<file path="config.mk">
export PLATFORM = sky130hd
export DESIGN_NAME = bp_lce_sync_responder
export DESIGN_NICKNAME = d
export VERILOG_FILES = /design/src/rtl/bp_lce_sync_responder.sv
export SDC_FILE = /design/constraint.sdc
export NUM_CORES = 1
export LEC_CHECK = 0
export BUFFER_PORTS_ARGS = -buffer_cell sky130_fd_sc_hd__buf_2
export CAP_MARGIN = 10
export CELL_PAD_IN_SITES_DETAIL_PLACEMENT = 0
export CELL_PAD_IN_SITES_GLOBAL_PLACEMENT = 2
export CORE_MARGIN = 10
export CORE_UTILIZATION = 15
export DETAILED_ROUTE_END_ITERATION = 6
export GPL_TIMING_DRIVEN = 0
export PLACE_DENSITY_LB_ADDON = 0.25
export SETUP_SLACK_MARGIN = 0.3
export SYNTH_ARGS = -nofsm -noshare
export SYNTH_HDL_FRONTEND = slang
export SYNTH_SLANG_ARGS = --single-unit
</file>
<file path="constraint.sdc">
create_clock -name clk_i -period 2.1 [get_ports clk_i]
set_input_delay 0.105 -clock clk_i [delete_from_list [all_inputs] [get_ports clk_i]]
set_output_delay 0.105 -clock clk_i [all_outputs]
set_load 0.05 [all_outputs]
</file>
<file path="src/rtl/bp_lce_sync_responder.sv">
// LCE-side endpoint of the CCE sync handshake: absorbs sync commands, answers each
// with a sync-ack response, and forwards every other command (header and data) unchanged.
module bp_lce_sync_responder
  #(parameter int num_cce_p        = 4
  , parameter int lce_id_width_p   = 4
  , parameter int cce_id_width_p   = 3
  , parameter int paddr_width_p    = 16
  , parameter int lce_assoc_p      = 8
  , parameter int lce_data_width_p = 64
  , localparam int way_id_width_lp = (lce_assoc_p > 1) ? $clog2(lce_assoc_p) : 1
  , localparam int lce_cmd_msg_header_width_lp =
      3 + way_id_width_lp + cce_id_width_p + lce_id_width_p + 3 + paddr_width_p + 4 + 4
  , localparam int lce_resp_msg_header_width_lp =
      lce_id_width_p + cce_id_width_p + 3 + paddr_width_p + 4 + 4
  , localparam int sync_cnt_width_lp = $clog2(num_cce_p + 1)
  )
  (input  logic                                    clk_i
  , input  logic                                   reset_i
  , input  logic [lce_id_width_p-1:0]              lce_id_i

  , input  logic [lce_cmd_msg_header_width_lp-1:0] lce_cmd_header_i
  , input  logic                                   lce_cmd_header_v_i
  , output logic                                   lce_cmd_header_ready_and_o
  , input  logic                                   lce_cmd_has_data_i
  , input  logic [lce_data_width_p-1:0]            lce_cmd_data_i
  , input  logic                                   lce_cmd_data_v_i
  , output logic                                   lce_cmd_data_ready_and_o
  , input  logic                                   lce_cmd_last_i

  , output logic [lce_cmd_msg_header_width_lp-1:0] fwd_cmd_header_o
  , output logic                                   fwd_cmd_header_v_o
  , input  logic                                   fwd_cmd_header_ready_and_i
  , output logic                                   fwd_cmd_has_data_o
  , output logic [lce_data_width_p-1:0]            fwd_cmd_data_o
  , output logic                                   fwd_cmd_data_v_o
  , input  logic                                   fwd_cmd_data_ready_and_i
  , output logic                                   fwd_cmd_last_o

  , output logic [lce_resp_msg_header_width_lp-1:0] lce_resp_header_o
  , output logic                                    lce_resp_header_v_o
  , input  logic                                    lce_resp_header_ready_and_i
  , output logic                                    lce_resp_has_data_o
  , output logic [lce_data_width_p-1:0]             lce_resp_data_o
  , output logic                                    lce_resp_data_v_o
  , output logic                                    lce_resp_last_o

  , output logic [sync_cnt_width_lp-1:0]            sync_cnt_o
  , output logic                                    sync_done_o
  );

  localparam logic [3:0] e_bedrock_cmd_sync      = 4'h0;
  localparam logic [3:0] e_bedrock_resp_sync_ack = 4'h0;
  localparam logic [2:0] e_bedrock_msg_size_1    = 3'b000;
  localparam logic [sync_cnt_width_lp-1:0] num_cce_lp = sync_cnt_width_lp'(num_cce_p);

  typedef struct packed {
    logic [2:0]                 state;
    logic [way_id_width_lp-1:0] way_id;
    logic [cce_id_width_p-1:0]  src_id;
    logic [lce_id_width_p-1:0]  dst_id;
  } cmd_payload_s;

  typedef struct packed {
    cmd_payload_s              payload;
    logic [2:0]                size;
    logic [paddr_width_p-1:0]  addr;
    logic [3:0]                subop;
    logic [3:0]                msg_type;
  } cmd_header_s;

  typedef struct packed {
    logic [lce_id_width_p-1:0] src_id;
    logic [cce_id_width_p-1:0] dst_id;
    logic [2:0]                size;
    logic [paddr_width_p-1:0]  addr;
    logic [3:0]                subop;
    logic [3:0]                msg_type;
  } resp_header_s;

  typedef enum logic [1:0] {
    e_ready    = 2'd0,
    e_send_ack = 2'd1,
    e_fwd_data = 2'd2
  } state_e;

  state_e                      state_q, state_d;
  logic [cce_id_width_p-1:0]   src_id_q, src_id_d;
  logic [paddr_width_p-1:0]    addr_q, addr_d;
  logic [sync_cnt_width_lp-1:0] sync_cnt_q, sync_cnt_d;

  cmd_header_s  cmd_hdr;
  resp_header_s resp_hdr;
  logic         is_sync;

  assign cmd_hdr = cmd_header_s'(lce_cmd_header_i);
  assign is_sync = (cmd_hdr.msg_type == e_bedrock_cmd_sync);

  // The ack header is built only from latched fields and the static LCE id, so it is stable while stalled
  always_comb begin
    resp_hdr          = '0;
    resp_hdr.msg_type = e_bedrock_resp_sync_ack;
    resp_hdr.src_id   = lce_id_i;
    resp_hdr.dst_id   = src_id_q;
    resp_hdr.addr     = addr_q;
    resp_hdr.size     = e_bedrock_msg_size_1;
  end

  assign fwd_cmd_header_o    = cmd_hdr;
  assign fwd_cmd_has_data_o  = lce_cmd_has_data_i;
  assign fwd_cmd_data_o      = lce_cmd_data_i;
  assign fwd_cmd_last_o      = lce_cmd_last_i;
  assign lce_resp_header_o   = resp_hdr;
  assign lce_resp_has_data_o = 1'b0;
  assign lce_resp_data_o     = {lce_data_width_p{1'b0}};
  assign lce_resp_data_v_o   = 1'b0;
  assign lce_resp_last_o     = 1'b0;
  assign sync_cnt_o          = sync_cnt_q;
  assign sync_done_o         = (sync_cnt_q == num_cce_lp);

  // Handshake steering and next-state; all valids/readies held low while in reset
  always_comb begin
    state_d                    = state_q;
    src_id_d                   = src_id_q;
    addr_d                     = addr_q;
    sync_cnt_d                 = sync_cnt_q;
    lce_cmd_header_ready_and_o = 1'b0;
    lce_cmd_data_ready_and_o   = 1'b0;
    fwd_cmd_header_v_o         = 1'b0;
    fwd_cmd_data_v_o           = 1'b0;
    lce_resp_header_v_o        = 1'b0;
    if (!reset_i) begin
      unique case (state_q)
        e_ready: begin
          if (is_sync) begin
            lce_cmd_header_ready_and_o = 1'b1;
            if (lce_cmd_header_v_i) begin
              src_id_d = cmd_hdr.payload.src_id;
              addr_d   = cmd_hdr.addr;
              state_d  = e_send_ack;
            end else begin
              state_d  = e_ready;
            end
          end else begin
            fwd_cmd_header_v_o         = lce_cmd_header_v_i;
            lce_cmd_header_ready_and_o = fwd_cmd_header_ready_and_i;
            if (lce_cmd_header_v_i && fwd_cmd_header_ready_and_i && lce_cmd_has_data_i) begin
              state_d = e_fwd_data;
            end else begin
              state_d = e_ready;
            end
          end
        end
        e_send_ack: begin
          lce_resp_header_v_o = 1'b1;
          if (lce_resp_header_ready_and_i) begin
            sync_cnt_d = (sync_cnt_q == num_cce_lp) ? sync_cnt_q
                                                    : sync_cnt_q + sync_cnt_width_lp'(1);
            state_d    = e_ready;
          end else begin
            state_d    = e_send_ack;
          end
        end
        e_fwd_data: begin
          fwd_cmd_data_v_o         = lce_cmd_data_v_i;
          lce_cmd_data_ready_and_o = fwd_cmd_data_ready_and_i;
          if (lce_cmd_data_v_i && fwd_cmd_data_ready_and_i && lce_cmd_last_i) begin
            state_d = e_ready;
          end else begin
            state_d = e_fwd_data;
          end
        end
        default: begin
          state_d = e_ready;
        end
      endcase
    end else begin
      state_d = e_ready;
    end
  end

  // State, latched sync source and ack counter
  always_ff @(posedge clk_i) begin
    if (reset_i) begin
      state_q    <= e_ready;
      src_id_q   <= '0;
      addr_q     <= '0;
      sync_cnt_q <= '0;
    end else begin
      state_q    <= state_d;
      src_id_q   <= src_id_d;
      addr_q     <= addr_d;
      sync_cnt_q <= sync_cnt_d;
    end
  end

  bp_lce_sync_responder_chk
    #(.hdr_width_p(lce_resp_msg_header_width_lp))
    chk
    (.clk_i              (clk_i)
    ,.reset_i            (reset_i)
    ,.sync_hs_i          (is_sync && lce_cmd_header_v_i && lce_cmd_header_ready_and_o)
    ,.has_data_i         (lce_cmd_has_data_i)
    ,.resp_v_i           (lce_resp_header_v_o)
    ,.resp_ready_and_i   (lce_resp_header_ready_and_i)
    ,.resp_header_i      (lce_resp_header_o)
    );

endmodule

// Protocol checks for the sync responder: data-carrying syncs and unstable stalled acks.
module bp_lce_sync_responder_chk
  #(parameter int hdr_width_p = 1)
  (input logic                   clk_i
  , input logic                  reset_i
  , input logic                  sync_hs_i
  , input logic                  has_data_i
  , input logic                  resp_v_i
  , input logic                  resp_ready_and_i
  , input logic [hdr_width_p-1:0] resp_header_i
  );

  sync_no_data_a: assert property (@(posedge clk_i) disable iff (reset_i)
    sync_hs_i |-> !has_data_i);

  resp_stable_a: assert property (@(posedge clk_i) disable iff (reset_i)
    (resp_v_i && !resp_ready_and_i) |=> (resp_v_i && $stable(resp_header_i)));

endmodule

</file>
==> results of run 1 <==
==> logic make-up after synthesis <==
kind of cell / synth area share
mux: 0.0839
simple gates: 0.105
compound gates: 0.0184
flops: 0.191
other cells: 0.00149
fa+ha+maj: 0.00992
buf+inv: 0.591
==> layout make-up <==
cell class	count	area, um2
repair buffers	168	841
well taps	220	275
flip-flops and latches	24	483
multi-input cells	162	842
clock buffers	3	75.1
inverters	5	18.8
clock inverters	1	30.0
fillers	1818	12500
plain buffers	195	1470
==> power breakdown <==
| part | internal [W] | switching, W | total (W) |
|---|---|---|---|
| combinational | 0.000346 | 0.000878 | 0.00122 |
| clock | 0.000380 | 0.000205 | 0.000586 |
| sequential | 0.000461 | 0.00000369 | 0.000464 |
| total | 0.00119 | 0.00109 | 0.00227 |
==> critical path, cell delays in order (launching register included) <==
cell,delay (ns)
dfxtp_1,0.35
or4b_4,0.56
nor2_2,0.14
buf_2,0.29
==> synthesized netlist by cell type, drive strengths merged <==
cell type,n,area share
dfxtp,24,0.19
conb,1,0.0015
nor4,1,0.0084
o41ai,1,0.0035
nor2,6,0.0089
nor3b,1,0.0030
mux2i,20,0.079
o32ai,1,0.0035
and2,3,0.0074
nand2b,1,0.0025
inv,5,0.0074
nand2,40,0.060
or4b,1,0.0055
clkbuf,5,0.0079
nand3b,1,0.0030
o211a,1,0.0040
nand3,1,0.0020
o311ai,1,0.0035
ha,2,0.0099
buf,190,0.58
a32o,1,0.0040
and3,1,0.0045
mux2,1,0.0045
==> stage by stage <==
stage | hold WS (ns) | cell area (um2)
after floorplan | 0.223 | 2820
after global placement | 0.337 | 3930
after detailed placement | 0.343 | 3930
after CTS | 0.0494 | 4040
after global routing | 0.0565 | 4040
final | 0.0548 | 4040
==> worst max path at each step <==
| stage | startpoint | end | slack (ns) |
|---|---|---|---|
| 2_1_floorplan | sync_cnt_o[0] | sync_cnt_o[0] | 0.29 |
| 3_3_place_gp | reset_i | lce_cmd_header_ready_and_o | 0.49 |
| 3_5_place_dp | reset_i | lce_cmd_header_ready_and_o | 0.49 |
| 4_1_cts | state_q[0] | fwd_cmd_header_v_o | 0.38 |
| 5_1_grt | state_q[0] | fwd_cmd_header_v_o | 0.35 |
| 6_report | state_q[0] | fwd_cmd_header_v_o | 0.39 |
==> registers in the layout (all words and copies together), names as in the netlist <==
register / flops
addr_q: 16
src_id_q: 3
state_q: 2
sync_cnt_o: 3
==> per-layer routing <==
metal  wire [um]  GRT usage  vias up
met4          69     0.0132        0
met3        1790     0.0447        2
met2        5290      0.148      184
met5           0          0        -
li1            -          -     1199
met1        2790     0.0640     1011
==> flow_metrics.tcl, run 1 <==
set metrics [dict create \
    worstPathRequired_ns 2.00 \
    slew_violations 0 \
    vias 2396 \
    wire_per_inst_um 12.8 \
    h-tree-depth 1 \
    finalCritPeriodShare 0.816 \
    layout-drive-gt1-share 0.665 \
    period_minus_slack_ns 1.71 \
    overflow 0 \
    cts_tree "done" \
    holdPathStages 2 \
    fin_cells 778 \
    port_buffers 168 \
    postCtsSetupBuffers 0 \
    areaGrowthSynthToFinish_pct 60.1 \
    die_x_um 150 \
    leakage_nw 2.37 \
    r2r_start "sync_cnt_o[0]" \
    syn_area_per_cell_um2 8.16 \
    antennaDiodeCount 0 \
    initial_utilization 0.153 \
    worst_pin_slew_ns 0.593 \
    ff2ff_setup_slack_ns 0.61 \
    ys_seq_area_frac 0.191 \
    worstHoldPathType "primary input to register" \
    synth_cell_types 26 \
    ant_nets 0 \
    die_area_um2 22400 \
    cts_sinks 24 \
    place_inst 774 \
    dpl_worst_slack_ns 0.494 \
    core_area_um2 16500 \
    grt_use_total 0.0756 \
    cts-root-buf "clkbuf_16" \
    netlist_area_um2 2520 \
    via_per_inst 3.08 \
    clk_pin_slew_worst_paths_ns 0.08 \
    tns_ns 0 \
    worstSetupPathType "register to output port" \
    slew_headroom 0.604 \
    startpoint_type "register" \
    drv_cap 0 \
    post-route-util 0.244 \
    drtIter0Drc 49 \
    cp_max_fo 5 \
    drt_wl_total_mm 9.94 \
    cts_hold_buf 0 \
    worstHoldStart "lce_resp_header_ready_and_i" \
    final_cell_mix "buf_4, buf_2, conb_1" \
    synthCells 309 \
    end_kind "output port" \
    fmax_mhz 583 \
    crit-reg2reg-capture "sync_cnt_o[0]" \
    finalHoldViolCount 0 \
    worst_slack_ns 0.386 \
    synth-warning-count 0 \
    dr.pass1.iters 4 \
    ys_ff_latch 24 \
    cts_made_buffers 3 \
    setup_viol 0 \
    dpl.hpwl_mm 9.03 \
    cts-resized-gates 0 \
    final_common_cell "buf_4" \
    gp_congestion 0.757 \
    row_count 47 \
    arrival_ns 1.61 \
    antenna_found_initial 0 \
    io_pins 333 \
    powerDensity_nw_per_um2 563 \
    drcViolationCount 0 \
    die_height_um 150 \
    clk_latency_ns 0.27 \
    whs_endpoint "state_q[0]" \
    rsz0062_at_grt "no" \
    grt_pass1_vias 2418 \
    cts.path.max_buffers 2 \
    grt_pass1_wl_mm 13.5 \
    power.total_w 0.00227 \
    grt_max_degree 15 \
    ir_drop_v 0.000261 \
    outcome "completed" \
    finClkSkew_ns 0.00427 \
    final_nets 678 \
    reg2regPathDepth 5 \
]
(Power assumes the default switching activity.)
==> inputs of run 2 (changes only) <==
--- a/config.mk
+++ b/config.mk
@@ -10,7 +10,7 @@
 export CELL_PAD_IN_SITES_DETAIL_PLACEMENT = 0
 export CELL_PAD_IN_SITES_GLOBAL_PLACEMENT = 2
 export CORE_MARGIN = 10
-export CORE_UTILIZATION = 15
+export CORE_UTILIZATION = 14
 export DETAILED_ROUTE_END_ITERATION = 6
 export GPL_TIMING_DRIVEN = 0
 export PLACE_DENSITY_LB_ADDON = 0.25
==> constraint.sdc (replaced) <==
create_clock -name clk_i -period 1.62 [get_ports clk_i]
set_input_delay 0.081 -clock clk_i [delete_from_list [all_inputs] [get_ports clk_i]]
set_output_delay 0.081 -clock clk_i [all_outputs]
set_load 0.05 [all_outputs]
==> flow_metrics.tcl, run 2 (synthesis gave the netlist of run 1 again) <==
set metrics [dict create \
    place_inst 783 \
    grt_use_total 0.0722 \
    internal_power_w 0.00139 \
    final_common_cell "buf_4" \
    end_kind "output port" \
    fmax_mhz 668 \
    row_count 49 \
    arrival_ns 1.42 \
    seqPwrFrac 0.217 \
    grt_pass1_wl_mm 14.1 \
    cts_hold_buf 0 \
    p_sw_w 0.00136 \
    pwr-share-clk 0.202 \
    overflow 0 \
    drcViolationCount 0 \
    startpoint_type "register" \
    outcome "completed" \
    areaGrowthSynthToFinish_pct 63.7 \
    dr.pass1.iters 3 \
    crit_slowest_cell "or4b_4" \
    drtIter0Drc 23 \
    switching_share 0.495 \
    worst_pin_slew_ns 0.541 \
    worst_slack_ns 0.123 \
    cp_max_fo 3 \
    slew_violations 0 \
    die_x_um 154 \
    largest_reg_flops 16 \
    leakage_nw 2.39 \
    p_comb_frac 0.581 \
    layout-drive-gt1-share 0.683 \
    clk_pin_slew_worst_paths_ns 0.07 \
    slew_headroom 0.639 \
    cts.path.max_buffers 2 \
    slowest_delay_ns 0.55 \
    io_pins 333 \
    regMostFlops "addr_q" \
    worstPathRequired_ns 1.54 \
    cts-root-buf "clkbuf_16" \
    finClkSkew_ns 0.00588 \
    antennaDiodeCount 0 \
    fin_cells 791 \
    setup_viol 0 \
    worstHoldPathType "primary input to register" \
    rsz0062_at_grt "yes" \
    port_buffers 168 \
    final_nets 682 \
    dpl.hpwl_mm 8.96 \
    dpl_worst_slack_ns 0.157 \
    holdWs_ns 0.0273 \
    initial_utilization 0.141 \
    final_cell_mix "buf_4, buf_2, conb_1" \
    die_height_um 154 \
    vias 2390 \
    grt_pass1_vias 2683 \
    gp_congestion 0.686 \
    ir_drop_v 0.000309 \
    power.total_w 0.00276 \
    clk_latency_ns 0.26 \
    cts_sinks 24 \
    period_minus_slack_ns 1.50 \
    wire_per_inst_um 12.2 \
    core_area_um2 17800 \
    cts_tree "done" \
    powerDensity_nw_per_um2 668 \
    die_area_um2 23800 \
    finalHoldViolCount 0 \
    drv_cap 0 \
    h-tree-depth 1 \
    finalCritPeriodShare 0.924 \
    drt_wl_total_mm 9.69 \
    antenna_found_initial 0 \
    ant_nets 0 \
    via_per_inst 3.02 \
    tns_ns 0 \
    path_cells "or4b_4, nor2_4, buf_8" \
    worstSetupPathType "register to output port" \
    cts_made_buffers 3 \
    grt_max_degree 14 \
]
## run 2: cell count changes in the layout (fill, tap and decap cells not counted), moves of 2 or more
cell,change
nor2_4,+2
buf_6,+3
buf_4,+4
dfxtp_1,-3
buf_2,-5
dfxtp_4,+2
## run 2: worst paths after layout
kind                                     from            endpoint  slack (ns)  cells past startpoint
setup / recovery                   state_q[1]  fwd_cmd_header_v_o        0.12                      3
hold / removal    lce_resp_header_ready_and_i          state_q[0]        0.03                      2
setup reg to reg                   state_q[1]          state_q[1]        0.21                      5
hold reg to reg                     addr_q[7]           addr_q[7]        0.45                      2
## run 2: final cells by class
cell class                      instances  area, um2
Tap cell                              229        287
Inverter                                5       18.8
Fill cell                            2005      13700
Sequential cell                        24        492
Clock buffer                            4       78.8
Buffer                                195       1470
Multi-Input combinational cell        162        876
Timing Repair Buffer                  172        902
## run 2: metal layers
layer,up-vias,global-route usage,wire (um)
met5,-,0,0
met4,0,0.0117,70
met3,4,0.0535,1760
met2,168,0.140,5140
met1,1018,0.0567,2720
li1,1200,-,-
## run 2: critical path, delay by kind of cell, from the launching register on
| family | cells | cell delay (ns) |
|---|---|---|
| simple gates | 2 | 0.67 |
| flops | 1 | 0.33 |
| buf+inv | 1 | 0.15 |
## run 2: metrics by stage
| stage | instance area [um2] | utilization |
|---|---|---|
| after floorplan | 2840 | - |
| after global placement | 3970 | 0.223 |
| after detailed placement | 3970 | 0.223 |
| after CTS | 4090 | 0.229 |
| after global routing | 4130 | 0.231 |
| final | 4130 | 0.231 |
## run 2: power by group through the flow
stage          registers [W]  clock network (W)  logic [W]
4_1_cts             0.000599           0.000588    0.00159
3_3_place_gp        0.000613                  0    0.00158
3_5_place_dp        0.000613                  0    0.00158
5_1_grt             0.000600           0.000612    0.00168
2_1_floorplan       0.000634                  0    0.00134
6_report            0.000599           0.000557    0.00160
## run 2: what timing repair did
item / in CTS / in global routing
setup buffers: 3 / 1
pin swaps: 2 / 2
gates resized for setup: 7 / 9
endpoints found under the setup margin: 5 / 19
